## config.mk

```make
export PLATFORM = sky130hd
export DESIGN_NAME = ahb_bram_ctrl_flat
export DESIGN_NICKNAME = d
export VERILOG_FILES = /design/src/rtl/ahb_bram_ctrl_if.sv /design/src/rtl/ahb_bram_ctrl.sv /design/src/flat_wrapper.sv
export SDC_FILE = /design/constraint.sdc
export NUM_CORES = 1
export LEC_CHECK = 0
export BUFFER_PORTS_ARGS = -buffer_cell sky130_fd_sc_hd__buf_2
export CAP_MARGIN = 20
export CORE_MARGIN = 3
export CORE_UTILIZATION = 37
export CTS_BUF_LIST = sky130_fd_sc_hd__clkbuf_8
export CTS_CLUSTER_DIAMETER = 50
export DETAILED_ROUTE_END_ITERATION = 7
export GPL_ROUTABILITY_DRIVEN = 0
export PLACE_DENSITY_LB_ADDON = 0.15
export SETUP_SLACK_MARGIN = 0.2
export SYNTH_ARGS = -nofsm -noshare
export SYNTH_HDL_FRONTEND = slang
export SYNTH_SLANG_ARGS = --single-unit
```

## constraint.sdc

```tcl
create_clock -name HCLK -period 2.3 [get_ports HCLK]
set_input_delay 0.23 -clock HCLK [delete_from_list [all_inputs] [get_ports HCLK]]
set_output_delay 0.23 -clock HCLK [all_outputs]
set_load 0.01 [all_outputs]
```

## src/rtl/ahb_bram_ctrl_if.sv

```systemverilog
// AHB-Lite bus bundle between a master and the block-RAM controller.
// HREADY is the system ready, driven by the master side (interconnect).
interface ahb_bram_ctrl_if #(
    parameter int BITWIDTH = 32
);
    logic                HSEL;
    logic [31:0]         HADDR;
    logic [1:0]          HTRANS;
    logic                HWRITE;
    logic [2:0]          HSIZE;
    logic [BITWIDTH-1:0] HWDATA;
    logic                HREADY;
    logic                HREADYOUT;
    logic                HRESP;
    logic [BITWIDTH-1:0] HRDATA;

    modport master (
        output HSEL, HADDR, HTRANS, HWRITE, HSIZE, HWDATA, HREADY,
        input  HREADYOUT, HRESP, HRDATA
    );

    modport slave (
        input  HSEL, HADDR, HTRANS, HWRITE, HSIZE, HWDATA, HREADY,
        output HREADYOUT, HRESP, HRDATA
    );
endinterface

```

## src/rtl/ahb_bram_ctrl.sv

```systemverilog
// AHB-Lite slave onto a word-addressed sync BRAM; sub-word writes merge into ram_dout (RMW). Optional AHB_BRAM_WRPROT_EN.
// Latency: zero-wait reads/writes (RAM read launched from the address phase); errors take the 2-cycle ERROR response.
// Backpressure: HREADYOUT drops only in the first ERROR cycle; back-to-back same-word traffic never stalls.
module ahb_bram_ctrl #(
    parameter int          MEMWIDTH   = 10,
    parameter int          BITWIDTH   = 32,
    parameter logic [31:0] WRPROT_TOP = 32'h100
) (
    input  logic                HCLK,
    input  logic                HRESETn,
    ahb_bram_ctrl_if.slave      bus,
    output logic [MEMWIDTH-2:0] ram_awrite,
    output logic [MEMWIDTH-2:0] ram_aread,
    output logic                ram_we,
    output logic [BITWIDTH-1:0] ram_din,
    input  logic [BITWIDTH-1:0] ram_dout
);
    typedef enum logic [2:0] {IDLE, READ, WRITE, ERR1, ERR2} state_t;

    state_t              state_q, state_d;
    logic [MEMWIDTH:0]   addr_q;
    logic [2:0]          size_q;
    logic                accept;
    logic                bad_xfer;
    logic                wr_prot;
    logic [4:0]          byte_bit;
    logic [4:0]          half_bit;
    logic [BITWIDTH-1:0] merged;
    logic                unused_bits;

    assign accept    = bus.HSEL & bus.HTRANS[1] & bus.HREADY;
    assign ram_aread = bus.HADDR[MEMWIDTH:2];

    always_comb begin
        bad_xfer = 1'b0;
        case (bus.HSIZE)
            3'd0:    bad_xfer = 1'b0;
            3'd1:    bad_xfer = bus.HADDR[0];
            3'd2:    bad_xfer = |bus.HADDR[1:0];
            default: bad_xfer = 1'b1;
        endcase
    end

`ifdef AHB_BRAM_WRPROT_EN
    assign wr_prot = bus.HWRITE &
                     ({{(31-MEMWIDTH){1'b0}}, bus.HADDR[MEMWIDTH:0]} < WRPROT_TOP);
    assign unused_bits = ^{bus.HADDR[31:MEMWIDTH+1], bus.HTRANS[0]};
`else
    assign wr_prot     = 1'b0;
    assign unused_bits = ^{bus.HADDR[31:MEMWIDTH+1], bus.HTRANS[0], WRPROT_TOP};
`endif

    always_ff @(posedge HCLK) begin
        if (!HRESETn) begin
            state_q <= IDLE;
            addr_q  <= '0;
            size_q  <= '0;
        end else begin
            state_q <= state_d;
            if (accept) begin
                addr_q <= bus.HADDR[MEMWIDTH:0];
                size_q <= bus.HSIZE;
            end
        end
    end

    // Little-endian lane merge: ram_dout already holds the addressed word
    // (write-first RAM), so only the addressed lanes are replaced.
    assign byte_bit = {addr_q[1:0], 3'b000};
    assign half_bit = {addr_q[1], 4'b0000};

    always_comb begin
        merged = ram_dout;
        case (size_q)
            3'd0:    merged[byte_bit +: 8]  = bus.HWDATA[byte_bit +: 8];
            3'd1:    merged[half_bit +: 16] = bus.HWDATA[half_bit +: 16];
            default: merged = bus.HWDATA;
        endcase
    end

    always_comb begin
        state_d       = IDLE;
        bus.HREADYOUT = 1'b1;
        bus.HRESP     = 1'b0;
        bus.HRDATA    = '0;
        ram_we        = 1'b0;
        ram_awrite    = '0;
        ram_din       = '0;

        if (accept) begin
            if (bad_xfer | wr_prot) state_d = ERR1;
            else if (bus.HWRITE)    state_d = WRITE;
            else                    state_d = READ;
        end

        case (state_q)
            READ:  bus.HRDATA = ram_dout;
            WRITE: begin
                ram_we     = 1'b1;
                ram_awrite = addr_q[MEMWIDTH:2];
                ram_din    = merged;
            end
            ERR1: begin
                state_d       = ERR2;
                bus.HREADYOUT = 1'b0;
                bus.HRESP     = 1'b1;
            end
            ERR2:    bus.HRESP = 1'b1;
            default: ;
        endcase

        // Reset overrides everything so a pending write is dropped this cycle.
        if (!HRESETn) begin
            state_d       = IDLE;
            bus.HREADYOUT = 1'b1;
            bus.HRESP     = 1'b0;
            bus.HRDATA    = '0;
            ram_we        = 1'b0;
            ram_awrite    = '0;
            ram_din       = '0;
        end
    end
endmodule
```

## src/flat_wrapper.sv

```systemverilog
// flat-port wrapper written by rule: the top's interface ports become plain ports
module ahb_bram_ctrl_flat 
#(
    parameter int          MEMWIDTH   = 10,
    parameter int          BITWIDTH   = 32,
    parameter logic [31:0] WRPROT_TOP = 32'h100
)
  (HCLK, HRESETn, ram_awrite, ram_aread, ram_we, ram_din, ram_dout, bus_HSEL, bus_HADDR, bus_HTRANS, bus_HWRITE, bus_HSIZE, bus_HWDATA, bus_HREADY, bus_HREADYOUT, bus_HRESP, bus_HRDATA);
  ahb_bram_ctrl_if #(.BITWIDTH(BITWIDTH)) bus_i ();
  input  logic HCLK;
  input  logic HRESETn;
  output logic [MEMWIDTH-2:0] ram_awrite;
  output logic [MEMWIDTH-2:0] ram_aread;
  output logic ram_we;
  output logic [BITWIDTH-1:0] ram_din;
  input  logic [BITWIDTH-1:0] ram_dout;
  input wire logic [$bits(bus_i.HSEL)-1:0] bus_HSEL;
  input wire logic [$bits(bus_i.HADDR)-1:0] bus_HADDR;
  input wire logic [$bits(bus_i.HTRANS)-1:0] bus_HTRANS;
  input wire logic [$bits(bus_i.HWRITE)-1:0] bus_HWRITE;
  input wire logic [$bits(bus_i.HSIZE)-1:0] bus_HSIZE;
  input wire logic [$bits(bus_i.HWDATA)-1:0] bus_HWDATA;
  input wire logic [$bits(bus_i.HREADY)-1:0] bus_HREADY;
  output wire logic [$bits(bus_i.HREADYOUT)-1:0] bus_HREADYOUT;
  output wire logic [$bits(bus_i.HRESP)-1:0] bus_HRESP;
  output wire logic [$bits(bus_i.HRDATA)-1:0] bus_HRDATA;
  assign bus_i.HSEL = bus_HSEL;
  assign bus_i.HADDR = bus_HADDR;
  assign bus_i.HTRANS = bus_HTRANS;
  assign bus_i.HWRITE = bus_HWRITE;
  assign bus_i.HSIZE = bus_HSIZE;
  assign bus_i.HWDATA = bus_HWDATA;
  assign bus_i.HREADY = bus_HREADY;
  assign bus_HREADYOUT = bus_i.HREADYOUT;
  assign bus_HRESP = bus_i.HRESP;
  assign bus_HRDATA = bus_i.HRDATA;
  ahb_bram_ctrl #(.MEMWIDTH(MEMWIDTH), .BITWIDTH(BITWIDTH), .WRPROT_TOP(WRPROT_TOP)) u_core (.HCLK(HCLK), .HRESETn(HRESETn), .bus(bus_i), .ram_awrite(ram_awrite), .ram_aread(ram_aread), .ram_we(ram_we), .ram_din(ram_din), .ram_dout(ram_dout));
endmodule
```

# Word-level counts from Yosys, hierarchy flattened
# Cells that the tools add are included.
word_totals:
  out_inout_bits: 85
  inputBits: 106
  ff_bits: 17
classes:
  n_addsub: 2
  mux: 20
  n_reduce_logical: 5
  eq_ne: 7
  shift: 6
  n_bitwise: 4
op_table:
  columns: ["cell", "count"]
  rows:
  - ["$mux W32", 4]
  - ["$bwmux W32", 2]
  - ["$pmux W32 S2", 1]
  - ["$shift A16 B7 Y32 const A", 1]
  - ["$shift A8 B7 Y32 const A", 1]
  - ["$shiftx A16 B7 Y32", 1]
  - ["$shiftx A32 B6 Y16", 1]
  - ["$shiftx A32 B6 Y8", 1]
  - ["$shiftx A8 B7 Y32", 1]
  - ["$mux W9", 2]
  - ["$neg A5 Y7", 2]
  - ["$eq A3 B1 Y1 const B", 3]
  - ["$eq A3 B2 Y1 const B", 3]
  - ["$mux W3", 3]
  - ["$logic_not A3 Y1", 2]
  - ["$mux W1", 6]
  - ["$reduce_or A2 Y1", 2]
  - ["$eq A3 B3 Y1 const B", 1]
  - ["$pmux W1 S3", 1]
  - ["$reduce_or A3 Y1", 1]
  - ["$and A1 B1 Y1", 2]
  - ["$mux W2", 1]
  - ["$not A1 Y1", 2]

# Depth between registers and ports, before layout
depth:
  depth_word: 6
  depth_mapped: 9
  mapped_depth_nobuf: 6

# Worst setup path after synthesis
# Ideal clock, no wire load.
synth_timing:
  path_kind: "register to output"
  from: "register u_core.addr_q[1]"
  to: "output port ram_din[15]"
  stages_incl_launch_ff: 9
  setup_slack_ns: -0.116
  arrival_ns: 2.186
  path_buffers: 2
  path_cell_list: "dfxtp_1 buf_2 inv_1 buf_1 ha_1 or3b_4 nor3_4 a221oi_1 a21oi_1"
synth_between:
  elab_chain_cells: 6
  elab_cells_between_ends: 13
  cone_classes: "add/sub (2); shift (6); mux (5)"
synth_rtl:
  columns: ["element", "line", "text"]
  rows:
  - ["start, declared", "ahb_bram_ctrl.sv:21", "logic [MEMWIDTH:0] addr_q;"]
  - ["start signal, assigned", "ahb_bram_ctrl.sv:61", "addr_q <= bus.HADDR[MEMWIDTH:0];"]
  - ["$shiftx A32 B6 Y16, or another cell as far along", "ahb_bram_ctrl.sv:76", "3'd1: merged[half_bit +: 16] = bus.HWDATA[half_bit +: 16];"]
  - ["$shiftx A16 B7 Y32, or another cell as far along", "ahb_bram_ctrl.sv:76", null]
  - ["$bwmux W32, on equally long branches", "ahb_bram_ctrl.sv:76, ahb_bram_ctrl.sv:75", null]
  - ["$pmux W32 S2 (*)", "ahb_bram_ctrl.sv:74", "case (size_q)"]
  - ["$mux W32 (*)", "ahb_bram_ctrl.sv:96", "case (state_q)"]
  - ["$mux W32 (*)", "ahb_bram_ctrl.sv:113", "if (!HRESETn) begin"]
  - ["end, declared", "flat_wrapper.sv:15", "output logic [BITWIDTH-1:0] ram_din;"]
# Mark *: on every way between the ends. The rest lies on a longest branch, timed or not.

# Worst setup path in the final report
layout_timing:
  from: "register u_core.addr_q[1]"
  to: "output port ram_din[13]"
# Same word-level chain as after synthesis.

==> results_dict.tcl <==
set metrics [dict create \
    postSynthCellCount 335 \
    critical_path.max_fanout 8 \
    maxCapViolations 0 \
    status "finished, final reports clean" \
    die_w_um 85.4 \
    synth_edf_count 0 \
    yosysSeqAreaShare_pct 14.6 \
    drc 0 \
    antenna_found_initial 0 \
    critPathRequiredTime_ps 2070 \
    syn_area_um2 2330 \
    place_worst_setup_slack_ps 81.0 \
    crit_type "register to primary output" \
    cpMaxStageDelayCell "dfxtp_4" \
    die_h_um 85.4 \
    die-area_um2 7290 \
    start_util_pct 38.7 \
    p_leak_uw 0.00184 \
    numCtsBuffers 3 \
    slew_viol_final 0 \
    cts.htree.levels 1 \
    fin_tns_setup_ps 0 \
    synthToLayoutAreaGrowth_pct 50.5 \
    syn-num-nets 446 \
    ys_top_cells_by_area "dfxtp_1 (15%), and2_1 (11%), nand2_1 (11%)" \
    grt_pass1_wl_um 13500 \
    grt_overflow_total 0 \
    ys_types 46 \
    final_cell_mix "buf_2 (166), nand2_1 (66), and2_1 (41)" \
    reg2reg_slack_ps 1360 \
    powerDensity_nw_per_um2 255 \
    layout_commonest_cell "buf_2" \
    holdBufCountCts 0 \
    power.share.combinational_pct 41.6 \
    setup_violations 0 \
    slowest_delay_ps 380 \
    cts_tree "yes" \
    startpoint_type "register" \
    worst_slack_ps 88.3 \
    ant_nets 0 \
    holdWs_ps 168 \
    pin_count 191 \
    synth_flop_cell "dfxtp_1" \
    clk_latency_ps 240 \
    cp_num_buf_inv 3 \
    antennaDiodeCount 0 \
    min_period_ps 2210 \
    dr.pass1.iters 7 \
    via_per_inst 5.45 \
    period_share_pct 96.2 \
    wl_per_cell_um 14.8 \
    yosys_warnings 0 \
    p_sw_share_pct 33.2 \
    clkSlewWorstSetupHoldPaths_ps 60 \
    vdd_ir_drop_max_mv 0.398 \
    ys_ff_latch 17 \
    slew_headroom_pct 63.3 \
    worstPathArrival_ps 1980 \
    row_count 28 \
    yosysTopAreaCellShare_pct 14.6 \
    timing_hold_violations_final 0 \
    grt_max_degree 33 \
    final_nets 612 \
    route.vias.total 3134 \
    fin_util_pct 58.2 \
    seqPwrFrac_pct 34.7 \
    crit_chain "inv_6, buf_4, ha_1, nor2b_1, a211oi_4, a222oi_1, nor2_1, buf_2" \
    p_sw_uw 296 \
    fmax_ghz 0.452 \
    worst_pin_slew_ps 547 \
    rsz0062_at_grt "true" \
    drive_gt1_share_pct 45.8 \
    ys_async_sr_fraction_pct 0 \
    internal_power_uw 597 \
    path_delay_family "compound AO/OA/AOI/OAI gates" \
    worstSetupEndpointType "primary output" \
    synth.avg_cell_area_um2 6.96 \
    pwr-share-clk_pct 23.6 \
    grt_pass1_vias 2956 \
    yosysTopAreaCell "dfxtp_1" \
    hpwlAfterDp_um 6560 \
    coreArea_um2 6030 \
    hold_path.class "input port to register" \
    cts.sinks 17 \
    port_buffers 168 \
    clockBufferDepth 2 \
    root_buffer "clkbuf_8" \
    first_iter_violations 218 \
    finClkSkew_ps 0.0595 \
    wl_um 8520 \
    grtUsageTotal_pct 22.0 \
]
-- path summary, 6_finish.rpt --
| path | from | endpoint | cells after the start |
|---|---|---|---|
| setup / recovery | u_core.addr_q[1]$_SDFFE_PN0P_ | ram_din[13] | 8 |
| hold / removal | bus_HWRITE | u_core.state_q[0]$_SDFF_PP0_ | 2 |
| setup reg to reg | u_core.state_q[1]$_SDFF_PP0_ | u_core.state_q[0]$_SDFF_PP0_ | 3 |
| hold reg to reg | u_core.addr_q[7]$_SDFFE_PN0P_ | u_core.addr_q[7]$_SDFFE_PN0P_ | 2 |
-- per-stage QoR --
step | std cells | power (µW) | area, µm²
global route | 575 | 964 | 3510
CTS | 573 | 895 | 3440
floorplan | 335 | 512 | 2370
detailed placement | 561 | 658 | 3240
finish | 575 | 893 | 3510
global placement | 561 | 652 | 3240
-- power by group through the flow --
stage	clock network (µW)	registers, µW	logic [µW]
floorplan	0	314	198
global placement	0	316	336
detailed placement	0	316	342
CTS	222	310	362
global route	244	311	408
finish	211	310	372
-- Yosys cell counts (2+ instances only) --
master	count
nand3_1	2
nor3_1	3
ha_1	5
and4_1	2
buf_4	10
nand2b_1	2
a222oi_1	15
dfxtp_1	17
and2_1	41
nor4_4	2
nor2b_1	2
inv_1	8
a21boi_0	14
buf_2	5
a21oi_1	21
buf_6	2
and4bb_2	2
buf_1	4
mux2i_1	8
nand2_1	67
clkbuf_1	13
a211o_1	9
a221o_1	7
a22oi_1	10
nor2_1	36
a311oi_1	7
a22o_1	2
-- area by class of cell --
type,instances,area (µm²)
Multi-Input combinational cell,276,1890
Timing Repair Buffer,195,1090
Fill cell,595,2520
Clock inverter,1,3.75
Inverter,8,37.5
Clock buffer,3,41.3
Tap cell,75,93.8
Sequential cell,17,347
-- sequential cells by signal, summed over array words and instances, names as in the netlist --
| name | flops |
|---|---|
| u_core.addr_q | 11 |
| u_core.state_q | 3 |
| u_core.size_q | 3 |
-- layer usage --
metal,GRT usage [%],share of wire (%)
met5,0,0
met4,6.76,1.4
met3,2.72,8.6
met2,40.7,49
met1,26.1,41
-- worst register-to-register path, cell delays in order, from the launching register on --
cell and delay, ps:
dfxtp_1 440, nand2_1 100, o211ai_1 220, a21oi_1 60
-- kinds of logic after synthesis --
kind of cell | after synthesis | share of synthesized area, %
and+or+nand+nor | 169 | 38.1
muxes | 9 | 3.92
adders and majority gates | 5 | 2.68
DFF | 17 | 14.6
AOI/OAI and AO/OA | 93 | 31.5
buffers and inverters | 42 | 9.29
-- repair_timing --
action | 4_1_cts | 5_1_grt
gates resized for setup | 26 | 10
setup buffers | 8 | 2
setup endpoints to repair | 32 | 32
endpoints found under the hold margin | 0 | 0
pin swaps | 22 | 18
(Power assumes the default switching activity.)
